### config.mk
export PLATFORM = sky130hd
export DESIGN_NAME = rst_seq_ctrl
export DESIGN_NICKNAME = d
export VERILOG_FILES = /design/src/rtl/rst_seq_ctrl.sv
export SDC_FILE = /design/constraint.sdc
export NUM_CORES = 1
export LEC_CHECK = 0
export CAP_MARGIN = 5
export CORE_MARGIN = 10
export CORE_UTILIZATION = 47
export DETAILED_ROUTE_END_ITERATION = 6
export GPL_TIMING_DRIVEN = 0
export PLACE_DENSITY = 0.79
export SKIP_CTS_REPAIR_TIMING = 1
export SKIP_LAST_GASP = 1
export SLEW_MARGIN = 15
export SYNTH_ARGS = -nofsm -noshare
export SYNTH_HDL_FRONTEND = slang
export SYNTH_SLANG_ARGS = --single-unit
### constraint.sdc
create_clock -name clk -period 2.79 [get_ports clk]
set_input_delay 0.558 -clock clk [delete_from_list [all_inputs] [get_ports clk]]
set_output_delay 0.558 -clock clk [all_outputs]
set_load 0.01 [all_outputs]
### src/rtl/rst_seq_ctrl.sv
// ----------------------------------------------------------------------------
// rst_seq_ctrl
//
// Reset release sequencer that sits behind the reset synchroniser. It keeps
// N_STAGE downstream active-low resets asserted for HOLD_CYC cycles. It then
// releases them one at a time in index order. After each release it waits for
// that stage to report ready, then pauses GAP_CYC cycles before releasing the
// next one. A stage that never reports ready within TMO_CYC cycles is an
// error. So is any stage losing ready once the whole chain is up. An error
// pulls every reset back down. Software can re-run the whole sequence from
// DONE or ERR with soft_req.
//
// Ports
//   clk        in   1         single clock, rising edge
//   rst        in   1         synchronous active-high reset
//   soft_req   in   1         level re-sequence request, held until soft_ack
//   stage_rdy  in   N_STAGE   per-stage ready, synchronous to clk
//   rstn_out   out  N_STAGE   registered active-low resets to downstream
//   soft_ack   out  1         one-cycle pulse when soft_req is accepted
//   done       out  1         all stages released and ready
//   err        out  1         timeout or ready loss detected
//   err_stage  out  IDX_W     index of the failing stage
// ----------------------------------------------------------------------------
module rst_seq_ctrl #(
    parameter int N_STAGE  = 4,
    parameter int HOLD_CYC = 16,
    parameter int GAP_CYC  = 8,
    parameter int TMO_CYC  = 1024,
    parameter int CNT_W    = 12,
    localparam int IDX_W   = (N_STAGE > 1) ? $clog2(N_STAGE) : 1
) (
    input  logic               clk,
    input  logic               rst,
    input  logic               soft_req,
    input  logic [N_STAGE-1:0] stage_rdy,
    output logic [N_STAGE-1:0] rstn_out,
    output logic               soft_ack,
    output logic               done,
    output logic               err,
    output logic [IDX_W-1:0]   err_stage
);

    typedef enum logic [2:0] {
        S_HOLD,
        S_WAIT,
        S_GAP,
        S_DONE,
        S_ERR
    } state_t;

    localparam logic [CNT_W-1:0] HOLD_LAST = CNT_W'(HOLD_CYC - 1);
    localparam logic [CNT_W-1:0] GAP_LAST  = CNT_W'(GAP_CYC - 1);
    localparam logic [CNT_W-1:0] TMO_LAST  = CNT_W'(TMO_CYC - 1);
    localparam logic [IDX_W-1:0] IDX_LAST  = IDX_W'(N_STAGE - 1);

    state_t             state_q, state_d;
    logic [CNT_W-1:0]   cnt_q, cnt_d;
    logic [IDX_W-1:0]   idx_q, idx_d;
    logic [N_STAGE-1:0] rstn_q, rstn_d;
    logic               done_q, done_d;
    logic               err_q, err_d;
    logic [IDX_W-1:0]   err_stage_q, err_stage_d;
    logic               ack_q, ack_d;
    logic [IDX_W-1:0]   lost_idx;
    logic               any_lost;

    // All state and every output lives in one register bank. That way no
    // input can reach an output combinationally.
    always_ff @(posedge clk) begin
        if (rst) begin
            state_q     <= S_HOLD;
            cnt_q       <= '0;
            idx_q       <= '0;
            rstn_q      <= '0;
            done_q      <= 1'b0;
            err_q       <= 1'b0;
            err_stage_q <= '0;
            ack_q       <= 1'b0;
        end else begin
            state_q     <= state_d;
            cnt_q       <= cnt_d;
            idx_q       <= idx_d;
            rstn_q      <= rstn_d;
            done_q      <= done_d;
            err_q       <= err_d;
            err_stage_q <= err_stage_d;
            ack_q       <= ack_d;
        end
    end

    // Lowest-numbered stage that has dropped ready. The scan runs from the top
    // down, so the last hit is the smallest index.
    always_comb begin
        lost_idx = '0;
        any_lost = 1'b0;
        for (int k = N_STAGE - 1; k >= 0; k--) begin
            if (!stage_rdy[k]) begin
                lost_idx = IDX_W'(k);
                any_lost = 1'b1;
            end
        end
    end

    // Next-state and next-output logic for the sequencer.
    // A software request is only honoured in DONE or ERR. In DONE it takes
    // priority over a simultaneous ready loss. In WAIT, a ready seen on the
    // timeout cycle still counts as success.
    always_comb begin
        state_d     = state_q;
        cnt_d       = cnt_q;
        idx_d       = idx_q;
        rstn_d      = rstn_q;
        done_d      = done_q;
        err_d       = err_q;
        err_stage_d = err_stage_q;
        ack_d       = 1'b0;

        unique case (state_q)
            S_HOLD: begin
                rstn_d = '0;
                if (cnt_q == HOLD_LAST) begin
                    state_d   = S_WAIT;
                    cnt_d     = '0;
                    idx_d     = '0;
                    rstn_d[0] = 1'b1;
                end else begin
                    cnt_d = cnt_q + 1'b1;
                end
            end

            S_WAIT: begin
                if (stage_rdy[idx_q]) begin
                    cnt_d = '0;
                    if (idx_q == IDX_LAST) begin
                        state_d = S_DONE;
                        done_d  = 1'b1;
                    end else begin
                        state_d = S_GAP;
                    end
                end else if (cnt_q == TMO_LAST) begin
                    state_d     = S_ERR;
                    cnt_d       = '0;
                    err_d       = 1'b1;
                    err_stage_d = idx_q;
                end else begin
                    cnt_d = cnt_q + 1'b1;
                end
            end

            S_GAP: begin
                if (cnt_q == GAP_LAST) begin
                    state_d = S_WAIT;
                    cnt_d   = '0;
                    idx_d   = idx_q + 1'b1;
                    for (int k = 0; k < N_STAGE; k++) begin
                        if (k == int'(idx_q) + 1) begin
                            rstn_d[k] = 1'b1;
                        end
                    end
                end else begin
                    cnt_d = cnt_q + 1'b1;
                end
            end

            S_DONE: begin
                if (soft_req) begin
                    state_d     = S_HOLD;
                    cnt_d       = '0;
                    idx_d       = '0;
                    rstn_d      = '0;
                    done_d      = 1'b0;
                    err_d       = 1'b0;
                    err_stage_d = '0;
                    ack_d       = 1'b1;
                end else if (any_lost) begin
                    state_d     = S_ERR;
                    done_d      = 1'b0;
                    err_d       = 1'b1;
                    err_stage_d = lost_idx;
                end
            end

            S_ERR: begin
                // Outputs drop one edge after the error is flagged.
                rstn_d = '0;
                if (soft_req) begin
                    state_d     = S_HOLD;
                    cnt_d       = '0;
                    idx_d       = '0;
                    done_d      = 1'b0;
                    err_d       = 1'b0;
                    err_stage_d = '0;
                    ack_d       = 1'b1;
                end
            end

            default: begin
                state_d = S_HOLD;
                cnt_d   = '0;
                idx_d   = '0;
                rstn_d  = '0;
            end
        endcase
    end

    assign rstn_out  = rstn_q;
    assign soft_ack  = ack_q;
    assign done      = done_q;
    assign err       = err_q;
    assign err_stage = err_stage_q;

endmodule

==> impl_results.md, run 1 <==
- Outcome: completed
- Clock Sinks: 26
- HP Start: done
- First-pass GRT wire length: around 5.4 mm
- N_diodes: 0
- Place WS: a little over 0.06 ns
- Clk_skew: 0.00349 ns
- TritonCTS clock tree: done
- Critical Path Source Type: primary input
- Area leader, netlist: dfxtp_1
- Kind of critical path: in2reg
- Area post-placement: about 1600 µm²
- Post-synth top cells: dfxtp_1, nor2_1, nand3_1
- Syn Inst Count: 166
- Worst-path clk slew: about 0.14 ns
- Die Ht: 75.3 µm
- Synthesized area per cell: 8.65 µm²
- Static leakage: about 0.55 nW
- Power, Total: about 0.7 mW
- CTS Buf Count: 3
- Drt drc: 0
- Most area-consuming cells after synthesis: dfxtp_1, nor2_1, xnor2_1
- Worst Setup SP: stage_rdy[3]
- Setup tns final: 0 ns
- Max Transition Viols Final: 0
- Area of the core: 2830 µm²
- Register area share after synthesis: 36.3%
- Synth Warn #: 0
- Worst Tran Pin Value: approximately 0.72 ns
- Die ar.: about 5700 µm²
- Setup crit end kind: flop
- Vias in the first global route: 1187
- Area growth, synth to finish: 15.0%
- FMAX: 418 MHz
- H-Tree Level Count: 1
- Endpoints failing setup: 0
- PwrDens: between 400 and 500 nW/µm²
- Mapped Area: ~1400 µm²
- Vias per cell: 6.00
- Top FF cell, synth: dfxtp_1
- Ports: 16
- Crit path max fanout: 6
- Most frequent cell after synthesis: dfxtp_1
- CP required: 3.00 ns
- Slew margin rel.: between 50% and 60%
- Rows: 19
- Mean routed wirelength per cell: 14.4 µm
- Final Hold Viols: 0
- Worst skew pair latency: 0.33 ns
- Via Count: 1290
- Gpl congestion: between 0.8 and 0.9
- Worst reg2reg path startpoint: cnt_q[0]
- VDD IR-drop max: 0.368 mV
- Post-synth EDFFs: 0
- MaxCap Viol Count: 0
- HP Class: reg2reg
- Max clock buf depth: 2
- Clk root buf: clkbuf_4
- CP Data Arrival Time: 2.61 ns
- # nets final: around 200
- Post-DRT Antenna Nets: 0
- Die width: 75.3 µm
- Final wirelength: 3.09 mm
- Pre-antenna DRT Iters: 4
- Syn nets: 178
- Initial antenna violation count: 0
- Final period utilization: 85.8%
- Post-synth top area share: 36.3%
- Final HPWL from detailed placement: 2.45 mm
- PortBufs: 14
- Layout cells sized above 1: under 10%
- RSZ-0062 raised after global routing: no
- Largest net degree at the start of global routing: 15
- Design Area, Final: 1650 µm²
- Worst setup margin: 0.395 ns
- Final Critical Period: about 2.4 ns
- Flops & latches, synth: 26
- Final Util: 58.3%
- Total congestion overflow: 0
- Initial Utilization: between 50% and 60%
- GRT Util Overall: about 12%
- Synth unique cells: 44
- Initial detailed-routing violation count: 55
- Fraction of registers with async set or reset after synthesis: 0%
- Fill cell count: 252
==> registers in the layout, indices dropped and copies added (netlist names) <==
name,cells
err,1
idx_q,2
rstn_out,4
soft_ack,1
err_stage,2
state_q,3
done,1
cnt_q,12
==> routing by layer <==
layer | global-route usage [%] | vias to the layer above | share of wire, %
met5 | 0 | - | 0
met4 | 3.30 | 0 | 1.1
met3 | 2.63 | 5 | 6.5
met2 | 20.2 | 34 | 46
met1 | 15.3 | 610 | 47
li1 | - | 641 | -
==> where the power goes <==
group | internal, mW | switching [mW] | total [mW] | leakage (nW)
clock | 0.0799 | 0.115 | 0.195 | 0.0210
combinational | 0.0486 | 0.0640 | 0.113 | 0.322
sequential | 0.384 | 0.00998 | 0.394 | 0.210
total | 0.512 | 0.189 | 0.702 | 0.553
==> kinds of logic (layout without fill, tap and decap cells) <==
logic type / Yosys count / in the layout / share of synthesized area (%)
fa+ha+maj: 5 / 5 / 4.36
buf+inv: 13 / 31 / 3.40
compound gates: 31 / 31 / 17.3
flops: 26 / 26 / 36.3
xor+xnor: 9 / 9 / 5.49
simple gates: 78 / 78 / 29.5
mux: 4 / 4 / 3.66
==> worst max-delay path, cell delays in order <==
cell	delay, ns
clkdlybuf4s50_1	0.47
mux4_2	0.59
o41ai_2	0.49
nand3_1	0.19
a221oi_1	0.25
nor3_1	0.07
==> through the flow <==
stage / hold WS (ns) / std cells
after floorplan: 0.477 / 166
after global placement: 0.447 / 211
after detailed placement: 0.460 / 211
after CTS: 0.479 / 215
after global routing: 0.497 / 215
final: 0.473 / 215
==> path summary, 6_finish.rpt <==
kind                            depth (start not counted)  slack (ns)           end
worst min register to register                          2        0.47          done
worst max register to register                          6        0.57   rstn_out[2]
worst min-delay path                                    2        0.47          done
worst max-delay path                                    6        0.39  err_stage[0]
==> layout by cell type, fill, tap and decap left out, types with 2 or more instances in the layout <==
cell type	netlist	routed
dfxtp_1	26	26
a41oi_1	2	2
or2_2	3	3
and2_1	2	2
o31ai_1	2	2
a22o_1	3	3
a22oi_1	2	2
ha_1	5	5
a31oi_1	3	3
mux2i_1	3	3
inv_1	7	7
o21bai_1	2	2
nand3_1	10	10
o211ai_1	2	2
nor2_1	24	24
and4_1	2	2
nand2_1	8	8
clkdlybuf4s50_1	0	14
nor3_1	9	9
a21oi_1	3	3
clkbuf_4	0	3
clkbuf_1	5	5
o21ai_1	4	4
nor3b_1	4	4
o21ai_0	2	2
nor4b_1	2	2
nand4_1	2	2
nand2b_1	2	2
xnor2_1	9	9
nor2b_1	2	2
==> final cells by class <==
type	instances	area, µm²	share of cell area (%)
plain buffers	6	22.5	1.36
well taps	31	38.8	2.35
multi-input cells	127	866	52.5
repair buffers	14	140	8.49
flip-flops and latches	26	520	31.5
inverters	7	26.3	1.59
clock buffers	4	36.3	2.20
Power figures use the tool's default switching activity.
==> inputs of run 2 (changes only) <==
- MAX_ROUTING_LAYER: unset -> met4
==> impl_results.md, run 2 (synthesized netlist as in run 1, its figures left out) <==
- Outcome: completed
- Final Hold Viols: 0 (unchanged)
- Rows: 19 (unchanged)
- MaxCap Viol Count: 0 (unchanged)
- Reg2Reg Setup Slack: 0.57 ns (about the same)
- Setup tns final: 0 ns (unchanged)
- Endpoints failing setup: 0 (unchanged)
- VDD IR-drop max: 0.371 mV (+0.77%)
- Drt drc: 0 (unchanged)
- TritonCTS clock tree: done
- PortBufs: 14 (unchanged)
- Vias per cell: 5.87 (-2.2%)
- Initial antenna violation count: 0 (unchanged)
- RSZ-0062 raised after global routing: no
- Worst Tran Pin Value: 0.706 ns (-0.0159 ns)
- HP Start: done
- Die Ht: 75.3 µm (unchanged)
- Post-DRT Antenna Nets: 0 (unchanged)
- Setup crit end kind: flop
- Final HPWL from detailed placement: 2.45 mm (unchanged)
- Final period utilization: 84.8% (-1.1 points)
- Max Transition Viols Final: 0 (unchanged)
- Clk_skew: 0.00148 ns (-0.00201 ns)
- H-Tree Level Count: 1 (unchanged)
- N_diodes: 0 (unchanged)
- Die ar.: 5660 µm² (unchanged)
- Initial Utilization: 50.7% (unchanged)
- Most frequent cells in the layout: dfxtp_1, nor2_1, clkdlybuf4s50_1
- GRT Util Overall: 12.4% (+0.36 points)
- CP Data Arrival Time: 2.58 ns (-0.03 ns)
- Via Count: 1262 (-2.2%)
- Area growth, synth to finish: 15.0% (unchanged)
- Final Critical Period: 2.36 ns (-0.0306 ns)
- PwrDens: 426 nW/µm² (+0.22%)
- CTS Buf Count: 3 (unchanged)
- Static leakage: 0.553 nW (unchanged)
- Pre-antenna DRT Iters: 4 (unchanged)
- Commonest non-fill, non-tap cell in the layout: dfxtp_1
- Clk root buf: clkbuf_4
- Kind of critical path: in2reg
- Largest register FFs: 12 (unchanged)
- Worst Setup SP: stage_rdy[3]
- Fill cell count: 252 (unchanged)
- HP Class: reg2reg
- First-pass GRT wire length: 5.41 mm (unchanged)
- Final Util: 58.3% (unchanged)
- Max clock buf depth: 2 (unchanged)
- Area of the core: 2830 µm² (unchanged)
- Largest Register: cnt_q
- Die width: 75.3 µm (unchanged)
- Gpl congestion: 0.894 (+1.6%)
- Largest net degree at the start of global routing: 15 (unchanged)
- Worst skew pair latency: 0.33 ns (about the same)
- Worst-path clk slew: 0.14 ns (about the same)
- CP required: 3.01 ns (about the same)
- Worst R2R End: rstn_out[2]
- Vias in the first global route: 1191 (+0.34%)
- Ports: 16 (unchanged)
- Initial detailed-routing violation count: 43 (-22%)
- Hold endpoint: done
- Worst reg2reg path startpoint: cnt_q[0]
- Slew margin rel.: 52.8% (+1.1 points)
- Worst R2R Path Depth: 6 (unchanged)
- Power, Total: 0.703 mW (+0.22%)
- Layout cells sized above 1: 7.07% (unchanged)
- Crit path max fanout: 6 (unchanged)
- Critical Path Source Type: primary input
- Mean routed wirelength per cell: 14.5 µm (+0.55%)
- Clock Sinks: 26 (unchanged)
- Total congestion overflow: 0 (unchanged)
- # nets final: 197 (unchanged)
- Final wirelength: 3.11 mm (+0.55%)
- Hold Path Depth: 2 (unchanged)
- FMAX: 423 MHz (+1.3%)
-- run 2: cell counts in the layout (fill, tap and decap cells not counted) --
Identical to the previous run, type by type.
-- run 2: how the worst max path moves through the flow --
stage | end | slack [ns] | cells after the start
3_5_place_dp | err_stage[0] | 0.06 | 6
4_1_cts | err_stage[0] | 0.43 | 6
6_report | err_stage[0] | 0.43 | 6
5_1_grt | err_stage[0] | 0.22 | 6
2_1_floorplan | err_stage[0] | 0.75 | 5
3_3_place_gp | err_stage[0] | 0.08 | 6
-- run 2: per-layer routing --
layer	global-route usage (%)	wire length (µm)
met5	-	0
met3	2.63	173
met4	3.30	34
met1	15.3	1460
met2	20.2	1440
-- run 2: power breakdown --
part | leakage, nW | total [mW] | internal [mW] | switching [mW]
sequential | 0.210 | 0.394 | 0.384 | 0.00996
clock | 0.0210 | 0.197 | 0.0799 | 0.117
combinational | 0.322 | 0.113 | 0.0486 | 0.0640
total | 0.553 | 0.703 | 0.512 | 0.191
-- run 2: through the flow --
step                hold slack, ns  worst slack [ns]  cells  cell area, µm²
detailed placement           0.460            0.0610    211            1610
finish                       0.476             0.425    215            1650
floorplan                    0.477             0.750    166            1440
CTS                          0.479             0.427    215            1650
global route                 0.497             0.219    215            1650
global placement             0.447            0.0835    211            1610
-- run 2: final cells by class --
| type | count | area, µm² | area share, % |
|---|---|---|---|
| Buffer | 6 | 22.5 | 1.36 |
| Timing Repair Buffer | 14 | 140 | 8.49 |
| Multi-Input combinational cell | 127 | 866 | 52.5 |
| Inverter | 7 | 26.3 | 1.59 |
| Sequential cell | 26 | 520 | 31.5 |
| Clock buffer | 4 | 36.3 | 2.20 |
| Tap cell | 31 | 38.8 | 2.35 |
-- run 2: worst max-delay path, stage by stage --
cell	delay, ns
clkdlybuf4s50_1	0.47
mux4_2	0.58
o41ai_2	0.48
nand3_1	0.18
a221oi_1	0.24
nor3_1	0.07
==> RTL change, RTL diff (config.mk and constraints of run 1) <==
The parameter `CNT_W` goes from 12 to 18.
--- a/src/rtl/rst_seq_ctrl.sv
+++ b/src/rtl/rst_seq_ctrl.sv
@@ -26,7 +26,7 @@
     parameter int HOLD_CYC = 16,
     parameter int GAP_CYC  = 8,
     parameter int TMO_CYC  = 1024,
-    parameter int CNT_W    = 12,
+    parameter int CNT_W    = 18,
     localparam int IDX_W   = (N_STAGE > 1) ? $clog2(N_STAGE) : 1
 ) (
     input  logic               clk,
Function: same outputs for any inputs over 10 cycles, from zero or initial values and one cycle with rst high; that may be too few to reach the edited logic, so the function may still have changed.
==> RTL change against run 1 <==
Area after synthesis rose by 31%; total power rose by 83%; sequential power rose by 31%; critical path type unchanged; wire length rose by 29%; setup slack improved by 0.15 ns; fmax rose by 6.6%; critical path depth did not move; sequential cell count rose by 6; clock power rose by 89%; utilization fell by 0.37 points; die area rose by 23%; global-route usage fell by 0.45 points; cell area rose by 32%.
==> RTL change: results (changes against run 1) <==
Run status
  • Run status: finished, final reports clean

Global route
  • M1 GR Usage: 14.3% (-1.1 points)
  • GR Layer Usage met3: 3.52% (+0.89 points)
  • First-pass GRT wire length: 6920 um (+28%)
  • Met2 usage: 17.9% (-2.3 points)

Place
  • Placed instance area: 2100 um2 (+30%)
  • Pre-CTS setup slack: 0.256 ns (+0.195 ns)

Clock tree
  • CTS buffer count: 5 (+2)
  • CTS root buf: clkbuf_8
  • Clock Latency Late Sink: 0.29 ns (-0.04 ns)

Worst setup path
  • Crit path DAT: 2.47 ns (-0.14 ns)
  • Critical path's top delay family: simple AND/OR/NAND/NOR gates
  • Worst reg2reg path endpoint: err_stage[1]$_SDFFE_PP0P_
  • Crit. Startpoint: stage_rdy[0]

Detailed routing
  • Met2 Wirelength: 1830 um (+30%)
  • Vias: 1560 (+21%)
  • Met3 wire length: 147 um (-27%)

Finish
  • Max reg flops: 18 (+6)
  • Post-route non-filler standard cell count: 277 (+29%)
  • Layout cell share with drive strength beyond 1: 15.7% (+8.7 points)

Power and ir drop
  • Comb pwr: 0.402 mW (+260%)
  • Internal Power: 0.852 mW (+66%)
  • Sw Ratio: 33.8% (+6.8 points)
  • Flop pwr share: 40.1% (-16 points)

Synth
  • Unique masters post-synth: 55 (+25%)
  • Avg Inst Size Synth: 9.15 um2 (+5.9%)
==> RTL change: cell types whose count changed after synthesis, sizes merged, moves of 5 or more <==
| cell | run 1 | this run |
|---|---|---|
| buf | 1 | 8 |
| and3 | 0 | 5 |
| nand2 | 8 | 14 |
| xor2 | 0 | 8 |
| dfxtp | 26 | 32 |
==> RTL change: cell families after synthesis <==
| logic type | Yosys count | synth area share, % |
|---|---|---|
| AND/OR/NAND/NOR | 94 | 32.5 |
| AO/OA/AOI/OAI | 43 | 17.8 |
| flip-flops | 32 | 34.0 |
| buffers and inverters | 17 | 4.71 |
| XOR/XNOR | 14 | 6.50 |
| adder cells (fa/ha/maj) | 5 | 3.32 |
| multiplexers | 1 | 1.19 |
==> RTL change: area by class of cell <==
type	count	area [um2]	area share, %
Timing Repair Buffer	15	150	6.87
Inverter	7	26.3	1.20
Clock buffer	8	90.1	4.12
Buffer	10	62.6	2.86
Sequential cell	32	641	29.3
Multi-Input combinational cell	157	1160	52.9
Tap cell	48	60.1	2.75
==> RTL change: how the worst min path moves through the flow <==
stage,start,end,slack [ns],cells past startpoint
after floorplan,cnt_q[1]$_SDFFE_PP0P_,cnt_q[1]$_SDFFE_PP0P_,0.46,2
after global placement,err_stage[1]$_SDFFE_PP0P_,err_stage[1]$_SDFFE_PP0P_,0.45,2
after detailed placement,err_stage[0]$_SDFFE_PP0P_,err_stage[0]$_SDFFE_PP0P_,0.46,2
after CTS,err_stage[0]$_SDFFE_PP0P_,err_stage[0]$_SDFFE_PP0P_,0.46,2
after global routing,err_stage[0]$_SDFFE_PP0P_,err_stage[0]$_SDFFE_PP0P_,0.48,2
final,err_stage[0]$_SDFFE_PP0P_,err_stage[0]$_SDFFE_PP0P_,0.46,2
